## config.mk

```make
export PLATFORM = sky130hd
export DESIGN_NAME = bin2bcd_seq
export DESIGN_NICKNAME = d
export VERILOG_FILES = /design/src/rtl/bin2bcd_seq_pkg.sv /design/src/rtl/bin2bcd_seq_add3.sv /design/src/rtl/bin2bcd_seq.sv
export SDC_FILE = /design/constraint.sdc
export NUM_CORES = 1
export LEC_CHECK = 0
export ABC_AREA = 1
export CORE_MARGIN = 5
export CORE_UTILIZATION = 40
export CTS_BUF_LIST = sky130_fd_sc_hd__clkbuf_4
export DETAILED_ROUTE_END_ITERATION = 12
export GPL_ROUTABILITY_DRIVEN = 0
export HOLD_SLACK_MARGIN = 0.1
export SYNTH_ARGS = -nofsm -noshare
export SYNTH_HDL_FRONTEND = slang
export SYNTH_SLANG_ARGS = --single-unit
```

## constraint.sdc

```tcl
create_clock -name clk -period 3.25 [get_ports clk]
set_input_delay 0.325 -clock clk [delete_from_list [all_inputs] [get_ports clk]]
set_output_delay 0.325 -clock clk [all_outputs]
set_load 0.1 [all_outputs]
```

## src/rtl/bin2bcd_seq_pkg.sv

```systemverilog
// Shared types and constants for the sequential binary-to-BCD converter.
package bin2bcd_seq_pkg;

    localparam int unsigned DIGIT_W        = 4;
    localparam int unsigned BCD_DIGITS     = 4;
    localparam int unsigned SCRATCH_DIGITS = BCD_DIGITS + 1;
    localparam int unsigned BCD_W          = BCD_DIGITS * DIGIT_W;
    localparam int unsigned SCRATCH_W      = SCRATCH_DIGITS * DIGIT_W;

    localparam logic [BCD_W-1:0] BCD_SAT = 16'h9999;

    typedef enum logic [1:0] {
        ST_IDLE   = 2'd0,
        ST_CONV   = 2'd1,
        ST_FINISH = 2'd2
    } state_e;

endpackage : bin2bcd_seq_pkg

```

## src/rtl/bin2bcd_seq_add3.sv

```systemverilog
// Double-dabble digit correction: adds 3 to a BCD digit of 5 or more.
module bcd_add3
    import bin2bcd_seq_pkg::*;
(
    input  logic [DIGIT_W-1:0] digit,
    output logic [DIGIT_W-1:0] adj_c
);

    assign adj_c = (digit >= DIGIT_W'(5)) ? digit + DIGIT_W'(3) : digit;

endmodule : bcd_add3

```

## src/rtl/bin2bcd_seq.sv

```systemverilog
// Sequential double-dabble binary-to-BCD converter, one bit per cycle,
// saturating to 9999 with an overflow flag.
module bin2bcd_seq
    import bin2bcd_seq_pkg::*;
#(
    parameter int unsigned BIN_W = 16
) (
    input  logic               clk,
    input  logic               rst_n,
    input  logic               start,
    input  logic [BIN_W-1:0]   bin_in,
    output logic               busy,
    output logic               done,
    output logic               ovf,
    output logic [BCD_W-1:0]   bcd_out
);

    localparam int unsigned      CNT_W     = $clog2(BIN_W + 1);
    localparam logic [CNT_W-1:0] LAST_ITER = CNT_W'(BIN_W - 1);

    state_e                 state, state_d;
    logic [CNT_W-1:0]       cnt, cnt_d;
    logic [BIN_W-1:0]       bin_q, bin_d;
    logic [SCRATCH_W-1:0]   scratch, scratch_d, scratch_adj;
    logic                   busy_d, done_d, ovf_d;
    logic [BCD_W-1:0]       bcd_d;

    // One correction cell per scratch digit, applied before each shift
    for (genvar g = 0; g < SCRATCH_DIGITS; g++) begin : g_add3
        bcd_add3 u_add3 (
            .digit (scratch[g*DIGIT_W +: DIGIT_W]),
            .adj_c (scratch_adj[g*DIGIT_W +: DIGIT_W])
        );
    end

    always_ff @(posedge clk or negedge rst_n) begin
        if (!rst_n) begin
            state <= ST_IDLE;
        end else begin
            state <= state_d;
        end
    end

    always_comb begin
        state_d   = state;
        cnt_d     = cnt;
        bin_d     = bin_q;
        scratch_d = scratch;
        busy_d    = 1'b0;
        done_d    = 1'b0;
        ovf_d     = ovf;
        bcd_d     = bcd_out;

        unique case (state)
            ST_IDLE: begin
                if (start) begin
                    bin_d     = bin_in;
                    scratch_d = '0;
                    cnt_d     = '0;
                    state_d   = ST_CONV;
                end
            end
            ST_CONV: begin
                // The binary MSB falls into the scratch LSB; the scratch MSB drops out
                {scratch_d, bin_d} = {scratch_adj, bin_q} << 1;
                cnt_d  = cnt + CNT_W'(1);
                busy_d = 1'b1;
                if (cnt == LAST_ITER) begin
                    state_d = ST_FINISH;
                end
            end
            ST_FINISH: begin
                done_d  = 1'b1;
                state_d = ST_IDLE;
                if (scratch[SCRATCH_W-1 -: DIGIT_W] != '0) begin
                    bcd_d = BCD_SAT;
                    ovf_d = 1'b1;
                end else begin
                    bcd_d = scratch[BCD_W-1:0];
                    ovf_d = 1'b0;
                end
            end
            default: begin
                state_d = ST_IDLE;
            end
        endcase
    end

    always_ff @(posedge clk or negedge rst_n) begin
        if (!rst_n) begin
            cnt     <= '0;
            bin_q   <= '0;
            scratch <= '0;
            busy    <= 1'b0;
            done    <= 1'b0;
            ovf     <= 1'b0;
            bcd_out <= '0;
        end else begin
            cnt     <= cnt_d;
            bin_q   <= bin_d;
            scratch <= scratch_d;
            busy    <= busy_d;
            done    <= done_d;
            ovf     <= ovf_d;
            bcd_out <= bcd_d;
        end
    end

endmodule : bin2bcd_seq

```

Word-level counts from Yosys, hierarchy flattened:

Index checks and enable logic that the tools add are counted.

* memories kept: 0
* bits in read-only memories: 0
* latch bits: 0
* logic and storage cells: 47
* flip-flop bits (word level): 62
* input bits: 19
* output and inout port bits: 19
* bits in writable memories: 0

* bitwise operators: 0
* muxes and demuxes: 18
* shift operators: 0
* order comparisons: 5
* $mul: 0
* equal/unequal tests: 5
* add/subtract/negate cells: 6
* div/mod/pow operators: 0
* reductions and logical operators: 5

Operator list (count)
* 20-bit case mux with 2 select lines: 1
* 16-bit 2-to-1 mux: 2
* 16-bit case mux with 2 select lines: 1
* 4-bit by 3-bit greater-or-equal comparator with 1-bit output, second input constant: 5
* 20-bit 2-to-1 mux: 1
* 4-bit by 2-bit adder with 4-bit output, second input constant: 4
* 4-bit 2-to-1 mux: 4
* 5-bit case mux with 2 select lines: 1
* 5-bit by 1-bit adder with 5-bit output, second input constant: 1
* 5-bit by 4-bit equality test with 1-bit output, second input constant: 1
* 5-bit 2-to-1 mux: 1
* 2-bit 2-to-1 mux: 2
* 2-bit inequality test, second input constant: 2
* 2-bit case mux with 2 select lines: 1
* 2-bit AND reduction: 2
* 4-bit nonzero test: 1
* 3-bit by 2-bit adder with 3-bit output, second input constant: 1
* 1-bit 2-to-1 mux: 3
* 3-bit 2-to-1 mux: 1
* 2-bit by 1-bit equality test with 1-bit output, second input constant: 1
* 2-bit equality test, second input constant: 1
* 2-bit logical NOT: 1
* 2-bit nonzero test: 1

Depth between registers and ports, before layout:

Gate-level depths: netlist (run 1).

* depth in word-level cells: 3
* mapped depth: 8
* depth with buffers taken out: 8

Cells and area by module:

A second synthesis (run 1) with hierarchy kept.

* cells, all modules: 402
* area, all modules: 3258.1 um^2

By module, submodules not included
* bin2bcd_seq: cells an instance 287, sequential area each 1551.5 um^2, times used 1, area an instance 2582.5 um^2
* bcd_add3: cells an instance 23, sequential area each 0.0 um^2, times used 5, area an instance 135.1 um^2

Worst setup path before layout (run 1):

No wires, ideal clock.

* path type: register to output
* start: reg bcd_out[0]
* end: out bcd_out[0]
* cell stages (with the launch flop): 1
* data required time: 2.925 ns
* buffers on the path: 0
* data arrival time: 0.898 ns
* setup slack: 2.027 ns
* cell sequence: dfrtp_1

RTL lines
* start: declaration: RTL line bin2bcd_seq.sv:15 `output logic [BCD_W-1:0] bcd_out`
* start signal: assignment: RTL line bin2bcd_seq.sv:97 `bcd_out <= '0;`
* start signal: assignment: RTL line bin2bcd_seq.sv:105 `bcd_out <= bcd_d;`

No word-level cell between the ends.

Final worst setup path (run 1):

* start: reg ovf
* end: out ovf

RTL lines
* start: declaration: RTL line bin2bcd_seq.sv:14 `output logic ovf,`
* start signal: assignment: RTL line bin2bcd_seq.sv:104 `ovf <= ovf_d;`

No word-level cell between the ends.

==> key figures, run 1 <==
Drt
  – Vias: 2405
  – Vias/cell: 4.810
  – Post-route DRC: 0
  – First DRT Iteration DRCs: 126
  – Routed len/inst: 12.00 um
  – Post-route ant nets: 0
  – First-pass DRT Iterations: 4
  – Drt total wl: 5998 um

Setup path
  – Data arrival, critical path: 1.89 ns
  – CP Buf/Inv Count: 1
  – Critical path depth in cells: 1
  – Cell at the slowest stage of the critical path: clkdlybuf4s50_1
  – Crit Path Class: flop to output pin
  – CP Capture Type: output pin
  – Worst reg2reg path depth: 4
  – CP cell instances: clkdlybuf4s50_1
  – Cell family with most CP delay: buffers and inverters
  – Crit start category: flop
  – WP data required: 2.92 ns
  – Worst path max stage delay: 1.14 ns
  – CP max FO: 2

Die
  – Initial core utilization: 40.87%
  – Die Ht: 96.08 um
  – Core area: 0.007253 mm2
  – I/O pins: 38
  – Die area: 0.009231 mm2
  – Row count: 31
  – Die W: 96.08 um

Final layout
  – Share of cells above drive strength 1: 6.983%
  – Nets@finish: 428
  – Area grow syn2layout: 19.04%
  – # diodes: 0

Clock tree
  – Clk sinks: 62
  – Clock root buffer: clkbuf_4
  – Clock transition at the registers of the reported paths: 0.10 ns
  – CTS max path bufs: 2
  – TritonCTS Buffers: 9
  – CTS tree: built
  – Clock latency on the worst-skew pair: 0.39 ns
  – CTS H-Tree Depth: 3

Placement
  – Buffers on Ports: 37
  – Final HPWL DP: 4017 um

STA
  – RSZ-0062 raised after global routing: no
  – Slew HR: 34.57%
  – Max Clock Freq: 0.4512 GHz
  – Slew Viols, Final: 0
  – Min Tclk post-route: 2.216 ns
  – Final hold violations: 0
  – Setup_tns: 0 ns
  – Final setup violation count: 0
  – Slew @ Worst Pin: 0.9784 ns
  – Fin crit share: 68.19%
  – Clock skew: 0.009973 ns

Synth
  – Post-synthesis cell count: 353
  – Mapped Nets: 385
  – Sequential share of the synthesized area: 52.34%
  – Syn Area/Cell: 8.397 um2
  – Leading area contributor after synthesis: dfrtp_1
  – Synth warn: 0
  – Area share of the largest cell type after synthesis: 52.34%
  – Post-synthesis register bit count: 62
  – Area contributors post-synth: dfrtp_1 52%, nand2_1 15%, nand3_1 6.8%, ha_1 5.5%, o21ai_0 3.7%
  – Count of cell types in the netlist: 20
  – Synthesized area: 0.002964 mm2

GRT
  – Number of global-route vias before repair: 2429
  – Gr ovfl total: 0
  – Pin count of the biggest net entering global routing: 41
  – First-pass GRT wire length: 10900 um
  – Initial antenna violation count: 0
  – Tot GR Track Use: 15.24%

Power and ir drop
  – VDD IR max: 285.3 uV
  – PD cells: 854.1 mW/mm2
  – LEAKAGE: 1.713 nW
  – Total power: 3.013 mW

Worst hold path
  – Hold Path Class: input pin to async pin

Run status
  – Outcome: finished clean

Flow run
  – Max Cap Viol: 0
[synthesized netlist by cell type]
cell type	instances
o22ai_1	2
nand3_1	40
o21bai_1	5
o21ai_0	22
buf_4	3
nor2_1	20
buf_6	3
o21ai_1	1
nand3_2	1
nand2_1	121
buf_2	3
inv_2	4
nand2_4	1
dfrtp_1	62
inv_1	28
ha_1	13
a21oi_1	10
nand2_2	2
nand4_1	11
nor2_4	1
[logic make-up (layout without fill, tap and decap cells)]
kind of cell             Yosys count  count (layout)  synth area share [%]
AND/OR/NAND/NOR                  197             197                 28.45
buffers and inverters             41              89                 6.458
AO/OA/AOI/OAI                     40              40                 7.261
adder cells (fa/ha/maj)           13              13                 5.488
flip-flops                        62              62                 52.34
[routing by layer]
layer	wire (um)	GRT usage [%]	vias up
li1	-	-	1229
met1	2964	19.98	1104
met2	2592	23.58	61
met3	323	3.753	11
met4	119	7.227	0
met5	0	0	-
[layout make-up]
type / instances / area, um2
clock inverters: 2 / 8.758
fillers: 745 / 3725
well taps: 99 / 123.9
flip-flops and latches: 62 / 1551
inverters: 32 / 120.1
clock buffers: 14 / 105.1
repair buffers: 41 / 397.9
multi-input cells: 250 / 1221
[final timing paths]
| path | startpoint | endpoint | slack, ns |
|---|---|---|---|
| min in group clk | bin_q[0]$_DFFE_PN0P_ | bin_q[0]$_DFFE_PN0P_ | 0.48 |
| hold / removal | rst_n | bcd_out[14]$_DFFE_PN0P_ | 0.40 |
| max in group asynchronous | rst_n | bin_q[8]$_DFFE_PN0P_ | 2.15 |
| hold reg to reg | bin_q[0]$_DFFE_PN0P_ | bin_q[0]$_DFFE_PN0P_ | 0.48 |
| setup / recovery | ovf$_DFFE_PN0P_ | ovf | 1.03 |
| setup reg to reg | state[0]$_DFFE_PN0P_ | bcd_out[0]$_DFFE_PN0P_ | 1.55 |
[registers in the layout (all words and copies together) (netlist names)]
| name | count |
|---|---|
| cnt | 5 |
| scratch | 20 |
| bin_q | 16 |
| state | 2 |
| busy | 1 |
| bcd_out | 16 |
| done | 1 |
| ovf | 1 |
[power breakdown]
group	leakage, nW	internal [mW]	switching, mW
clock network	0.0699	0.198	0.257
logic	0.889	0.446	0.883
registers	0.754	1.04	0.193
total	1.71	1.68	1.33
[per-stage QoR]
stage | hold slack, ns | util, % | setup slack, ns | instances | instance area (um2)
2_1_floorplan | 0.02941 | - | 2.027 | 353 | 2964
4_1_cts | 0.3952 | 48.65 | 0.9929 | 500 | 3528
6_report | 0.4028 | 48.65 | 1.034 | 500 | 3528
3_5_place_dp | 0.2971 | 46.94 | 1.439 | 483 | 3405
3_3_place_gp | 0.2884 | 46.94 | 1.461 | 483 | 3405
5_1_grt | 0.4025 | 48.65 | 0.9546 | 500 | 3528
[timing repair]
action                                 in CTS  in global routing
gates resized for setup                     0                  0
setup buffers                               0                  0
endpoints found under the hold margin      18                  0
hold buffers                                1                  0
[cells in the final DEF, fill, tap and decap left out]
cell	count
inv_1	28
nand2_1	121
nand2_4	1
o22ai_1	2
ha_1	13
buf_4	3
clkdlybuf4s50_1	36
o21ai_0	22
buf_2	1
nor2_4	1
inv_2	4
nand2_2	2
o21bai_1	5
dlygate4sd3_1	1
clkbuf_4	14
nand3_2	1
nand3_1	40
o21ai_1	1
dfrtp_1	62
nand4_1	11
clkinv_1	1
nor2_1	20
clkinv_2	1
a21oi_1	10
Power figures use the tool's default switching activity.
==> inputs of run 2 (changes only) <==
clock period = 2 ns   (was 3.25 ns; I/O delays follow)
==> run 2 against run 1 <==
  * Critical path depth increased by 3
  * Core utilization rose by 0.086 points
  * Combinational power rose by 67%
  * Global-route usage grew 0.051 points
  * Via count is essentially flat
  * Worst setup slack lost 0.46 ns
  * Highest routed layer unchanged
  * Sequential power increased by 63%
  * Sequential cell count stayed put
  * Routed wire length grew 2.9%
  * Clock-buffer cell count decreased by 4
  * Critical endpoint is now bcd_out[11]$_DFFE_PN0P_
  * First-iteration DRC count is 33% lower
  * Largest cell class unchanged
  * Power rose by 68%
==> key figures, run 2 (synthesis results as in run 1) <==
STA
  – Slew Viols, Final: 0
  – Slew HR: 68.09%
  – Fin crit share: 71.31%
  – RSZ-0062 raised after global routing: no
  – Final hold violations: 0
  – WHS: 0.3190 ns
  – Setup_tns: 0 ns
  – Slew @ Worst Pin: 0.4779 ns
  – Clock skew: 0.009008 ns
  – Max Clock Freq: 0.7011 GHz
  – Final setup violation count: 0
  – Min Tclk post-route: 1.426 ns

Final layout
  – Most common cell after layout, fill and taps aside: nand2_1
  – Flip-flop count of the largest register after layout: 20
  – Nets@finish: 430
  – Post-route insts no fill: 502
  – Most frequent cells in the layout: 121 x nand2_1, 62 x dfrtp_1, 40 x nand3_1
  – Area grow syn2layout: 19.25%
  – Share of cells above drive strength 1: 11.91%
  – # diodes: 0
  – Regs by FF count: scratch: 20 flops, bcd_out: 16 flops, bin_q: 16 flops
  – Largest reg by FF count: scratch

Die
  – I/O pins: 38
  – Row count: 31
  – Die area: 0.009231 mm2
  – Die W: 96.08 um
  – Core area: 0.007253 mm2
  – Initial core utilization: 40.87%
  – Die Ht: 96.08 um

Power and ir drop
  – PD cells: 1428 mW/mm2
  – VDD IR max: 450.8 uV
  – LEAKAGE: 1.751 nW

Drt
  – First DRT Iteration DRCs: 84
  – Post-route ant nets: 0
  – Vias/cell: 4.789
  – Drt total wl: 6173 um
  – Routed len/inst: 12.30 um
  – Post-route DRC: 0
  – First-pass DRT Iterations: 4
  – Vias: 2404

Setup path
  – Launch point of the worst reg-to-reg path: state[0]$_DFFE_PN0P_
  – R2R Path End: bcd_out[11]$_DFFE_PN0P_
  – Crit start category: flop
  – Crit Path Class: flop to flop
  – WP data required: 2.28 ns
  – Data arrival, critical path: 1.71 ns
  – Worst R2R Setup Slack: 0.57 ns
  – CP max FO: 9
  – CP Capture Type: flop
  – Worst reg2reg path depth: 4

Placement
  – Buffers on Ports: 37
  – Placed Cells: 485
  – Final HPWL DP: 4190 um

GRT
  – Pin count of the biggest net entering global routing: 63
  – Gr ovfl total: 0
  – Number of global-route vias before repair: 2400
  – First-pass GRT wire length: 10920 um
  – Tot GR Track Use: 15.29%
  – Initial antenna violation count: 0

Worst hold path
  – Hold Path Class: input pin to async pin

Clock tree
  – TritonCTS Buffers: 9
  – Clock latency on the worst-skew pair: 0.40 ns
  – Post_cts resized: 0
  – Clk sinks: 62
  – CTS tree: built
  – Clock root buffer: clkbuf_4
  – Setup Fix Bufs, Post-CTS: 0
  – Hold Buf Count CTS: 1
  – CTS max path bufs: 2
  – Clock transition at the registers of the reported paths: 0.11 ns
  – CTS H-Tree Depth: 3

Flow run
  – Max Cap Viol: 0

Run status
  – Outcome: finished clean
[run 2: how the worst max path moves through the flow]
stage / start / to / depth (start not counted)
finish: state[0]$_DFFE_PN0P_ / bcd_out[11]$_DFFE_PN0P_ / 4
global route: state[1]$_DFFE_PN0P_ / bin_q[2]$_DFFE_PN0P_ / 6
CTS: state[0]$_DFFE_PN0P_ / bcd_out[11]$_DFFE_PN0P_ / 4
detailed placement: start / bin_q[2]$_DFFE_PN0P_ / 7
global placement: start / bin_q[11]$_DFFE_PN0P_ / 7
floorplan: bcd_out[0]$_DFFE_PN0P_ / bcd_out[0]$_DFFE_PN0P_ / 2
[run 2: power breakdown]
group          total, mW  switching, mW  internal, mW
logic               2.22           1.47         0.755
clock network      0.825          0.444         0.381
registers           2.00          0.318          1.68
[run 2: metal layers]
layer  up-vias  share of wire, %  GRT usage (%)
met3        10               4.2          3.206
met4         0               2.1          7.583
li1       1237                 -              -
met2        55                47          24.50
met5         -                 0              0
met1      1102                47          19.52
[run 2: metrics by stage]
stage	setup slack, ns	utilization [%]	area (um2)	power [mW]
after global routing	0.4136	48.73	3535	5.556
after CTS	0.5821	48.73	3535	5.098
after detailed placement	0.4430	46.83	3397	4.249
final	0.5738	48.73	3535	5.048
after global placement	0.4855	46.83	3397	4.215
after floorplan	0.7947	-	2964	3.731
[run 2: critical path: stages, from the launching register on]
cell	delay (ns)
dfrtp_1	0.45
nor2_1	0.30
nand3_2	0.25
inv_2	0.22
a21oi_1	0.09
[run 2: cell type report]
type | count | area, um2
clock buffer | 10 | 75.07
multi-input combinational | 250 | 1221
sequential | 62 | 1551
inverter | 32 | 120.1
tap | 99 | 123.9
fill | 698 | 3719
timing repair buffer | 43 | 390.4
clock inverter | 6 | 52.55
==> inputs of run 3 (changes only) <==
clock period = 1.2 ns   (was 2 ns; I/O delays follow)
==> run 3 against run 2 <==
  * Die area did not move
  * The run now ends with setup timing left
  * Worst setup slack lost 0.58 ns
  * Worst hold slack worse by 0.077 ns
  * Non-clock buffer count grew 36
  * Clock power increased by 50%
  * Final cell count up 7.2%
  * Sequential share of layout area down 8.6 points
  * Sequential cell count stayed put
  * Clock-buffer cell count up 4
  * Maximum frequency rose by 18%
  * Global-route usage increased by 0.73 points
==> key figures, run 3 (synthesis results as in run 1) <==
Clock tree
  – CTS H-Tree Depth: 3
  – Clock latency on the worst-skew pair: 0.41 ns
  – Clock root buffer: clkbuf_4
  – Clock transition at the registers of the reported paths: 0.11 ns
  – Clk sinks: 62
  – CTS tree: built
  – TritonCTS Buffers: 9
  – CTS max path bufs: 2

GRT
  – Gr ovfl total: 0
  – Pin count of the biggest net entering global routing: 63
  – First-pass GRT wire length: 11350 um
  – Initial antenna violation count: 0
  – Tot GR Track Use: 16.02%
  – Number of global-route vias before repair: 2547

STA
  – Post-route setup slack: -0.01093 ns
  – WHS: 0.2420 ns
  – Final setup violation count: 6
  – Min Tclk post-route: 1.211 ns
  – Slew @ Worst Pin: 0.3401 ns
  – RSZ-0062 raised after global routing: yes
  – Slew HR: 77.33%
  – Fin crit share: 100.9%
  – Final hold violations: 0
  – Slew Viols, Final: 0
  – Max Clock Freq: 0.8258 GHz
  – Clock skew: 0.01441 ns
  – Setup_tns: -0.04031 ns

Worst hold path
  – Hold Path Class: input pin to async pin

Setup path
  – Crit start category: flop
  – Data arrival, critical path: 1.54 ns
  – CP Capture Type: flop
  – WP data required: 1.53 ns
  – Crit Path Class: flop to flop
  – CP max FO: 2

Final layout
  – Largest reg by FF count: scratch
  – Regs by FF count: scratch: 20 flops, bcd_out: 16 flops, bin_q: 16 flops
  – Flip-flop count of the largest register after layout: 20
  – Area occupied by multi-input gates: 0.001435 mm2
  – Share of cells above drive strength 1: 33.49%
  – Most common cell after layout, fill and taps aside: nand2_1
  – Area grow syn2layout: 49.51%
  – Most frequent cells in the layout: 107 x nand2_1, 52 x dfrtp_1, 31 x nand3_1
  – Nets@finish: 466
  – FILL cells: 651
  – Sequential Area: 0.001564 mm2
  – # diodes: 0

Die
  – Die area: 0.009231 mm2
  – Die W: 96.08 um
  – Row count: 31
  – Core area: 0.007253 mm2
  – Die Ht: 96.08 um
  – Initial core utilization: 40.87%
  – I/O pins: 38

Run status
  – Outcome: complete, but fails checks
  – Failing checks: setup timing

Drt
  – Routed len/inst: 13.41 um
  – First-pass DRT Iterations: 6
  – Vias: 2629
  – Post-route DRC: 0
  – First DRT Iteration DRCs: 92
  – Post-route ant nets: 0
  – Drt total wl: 7212 um
  – Vias/cell: 4.887

Power and ir drop
  – LEAKAGE: 2.109 nW
  – VDD IR max: 944.9 uV
  – PD cells: 2355 mW/mm2

Flow run
  – Max Cap Viol: 0

Placement
  – Buffers on Ports: 37
  – Final HPWL DP: 4430 um
run 3: changes by cell type in the layout (fill, tap and decap cells not counted), sizes merged:
cell / change
buf: +33
clkinv: -2
clkbuf: +7
clkinvlp: +1
inv: -2
bufinv: -1
run 3: worst paths after layout:
path | cells past startpoint | slack [ns] | start | to
min in group clk | 3 | 0.25 | bin_in[0] | bin_q[0]$_DFFE_PN0P_
max | 5 | -0.01 | cnt[0]$_DFFE_PN0P_ | cnt[4]$_DFFE_PN0P_
max reg2reg | 5 | -0.01 | cnt[0]$_DFFE_PN0P_ | cnt[4]$_DFFE_PN0P_
min | 3 | 0.24 | rst_n | bcd_out[9]$_DFFE_PN0P_
min reg2reg | 2 | 0.49 | bin_q[5]$_DFFE_PN0P_ | bin_q[5]$_DFFE_PN0P_
max in group asynchronous | 3 | 0.64 | rst_n | bcd_out[4]$_DFFE_PN0P_
run 3: metal layers:
layer | vias up | GRT usage [%] | part of all wire (%)
li1 | 1312 | - | -
met2 | 52 | 28.52 | 52
met3 | 8 | 5.942 | 4.5
met5 | - | 0 | 0
met1 | 1257 | 17.75 | 42
met4 | 0 | 4.621 | 0.96
run 3: metrics by stage:
stage	utilization, %	worst slack [ns]	total power, mW	area [um2]	cells
4_1_cts	56.49	-0.005192	9.422	4098	528
5_1_grt	61.10	-0.06189	11.32	4432	538
6_report	61.10	-0.01093	10.44	4432	538
2_1_floorplan	-	0.001774	6.223	2974	353
3_3_place_gp	52.73	-0.1538	7.628	3825	504
3_5_place_dp	52.73	-0.1818	7.760	3825	504
run 3: repair_timing:
item / in CTS / in global routing
pin swaps: 5 / 21
gates resized for setup: 30 / 71
hold endpoints to repair: 62 / 0
cloned: 1 / 3
endpoints found under the setup margin: 53 / 56
hold buffers: 1 / 0
buffers inserted: 6 / 9
run 3: cell type report:
cell class,instances,area share [%]
flip-flops and latches,62,35.29
multi-input cells,250,32.38
repair buffers,79,23.55
inverters,32,3.416
well taps,99,2.795
clock buffers,14,2.372
clock inverters,2,0.1976
run 3: power breakdown:
group / internal (mW) / leakage [nW] / switching, mW
sequential: 2.82 / 0.750 / 0.612
clock: 0.536 / 0.0699 / 0.709
combinational: 2.62 / 1.29 / 3.14
total: 5.98 / 2.11 / 4.46
run 3: critical path, cell delays in order (launching register included):
cell	delay, ns
dfrtp_1	0.41
ha_2	0.20
nand2_2	0.08
nor2_2	0.04
ha_1	0.26
o22ai_1	0.16
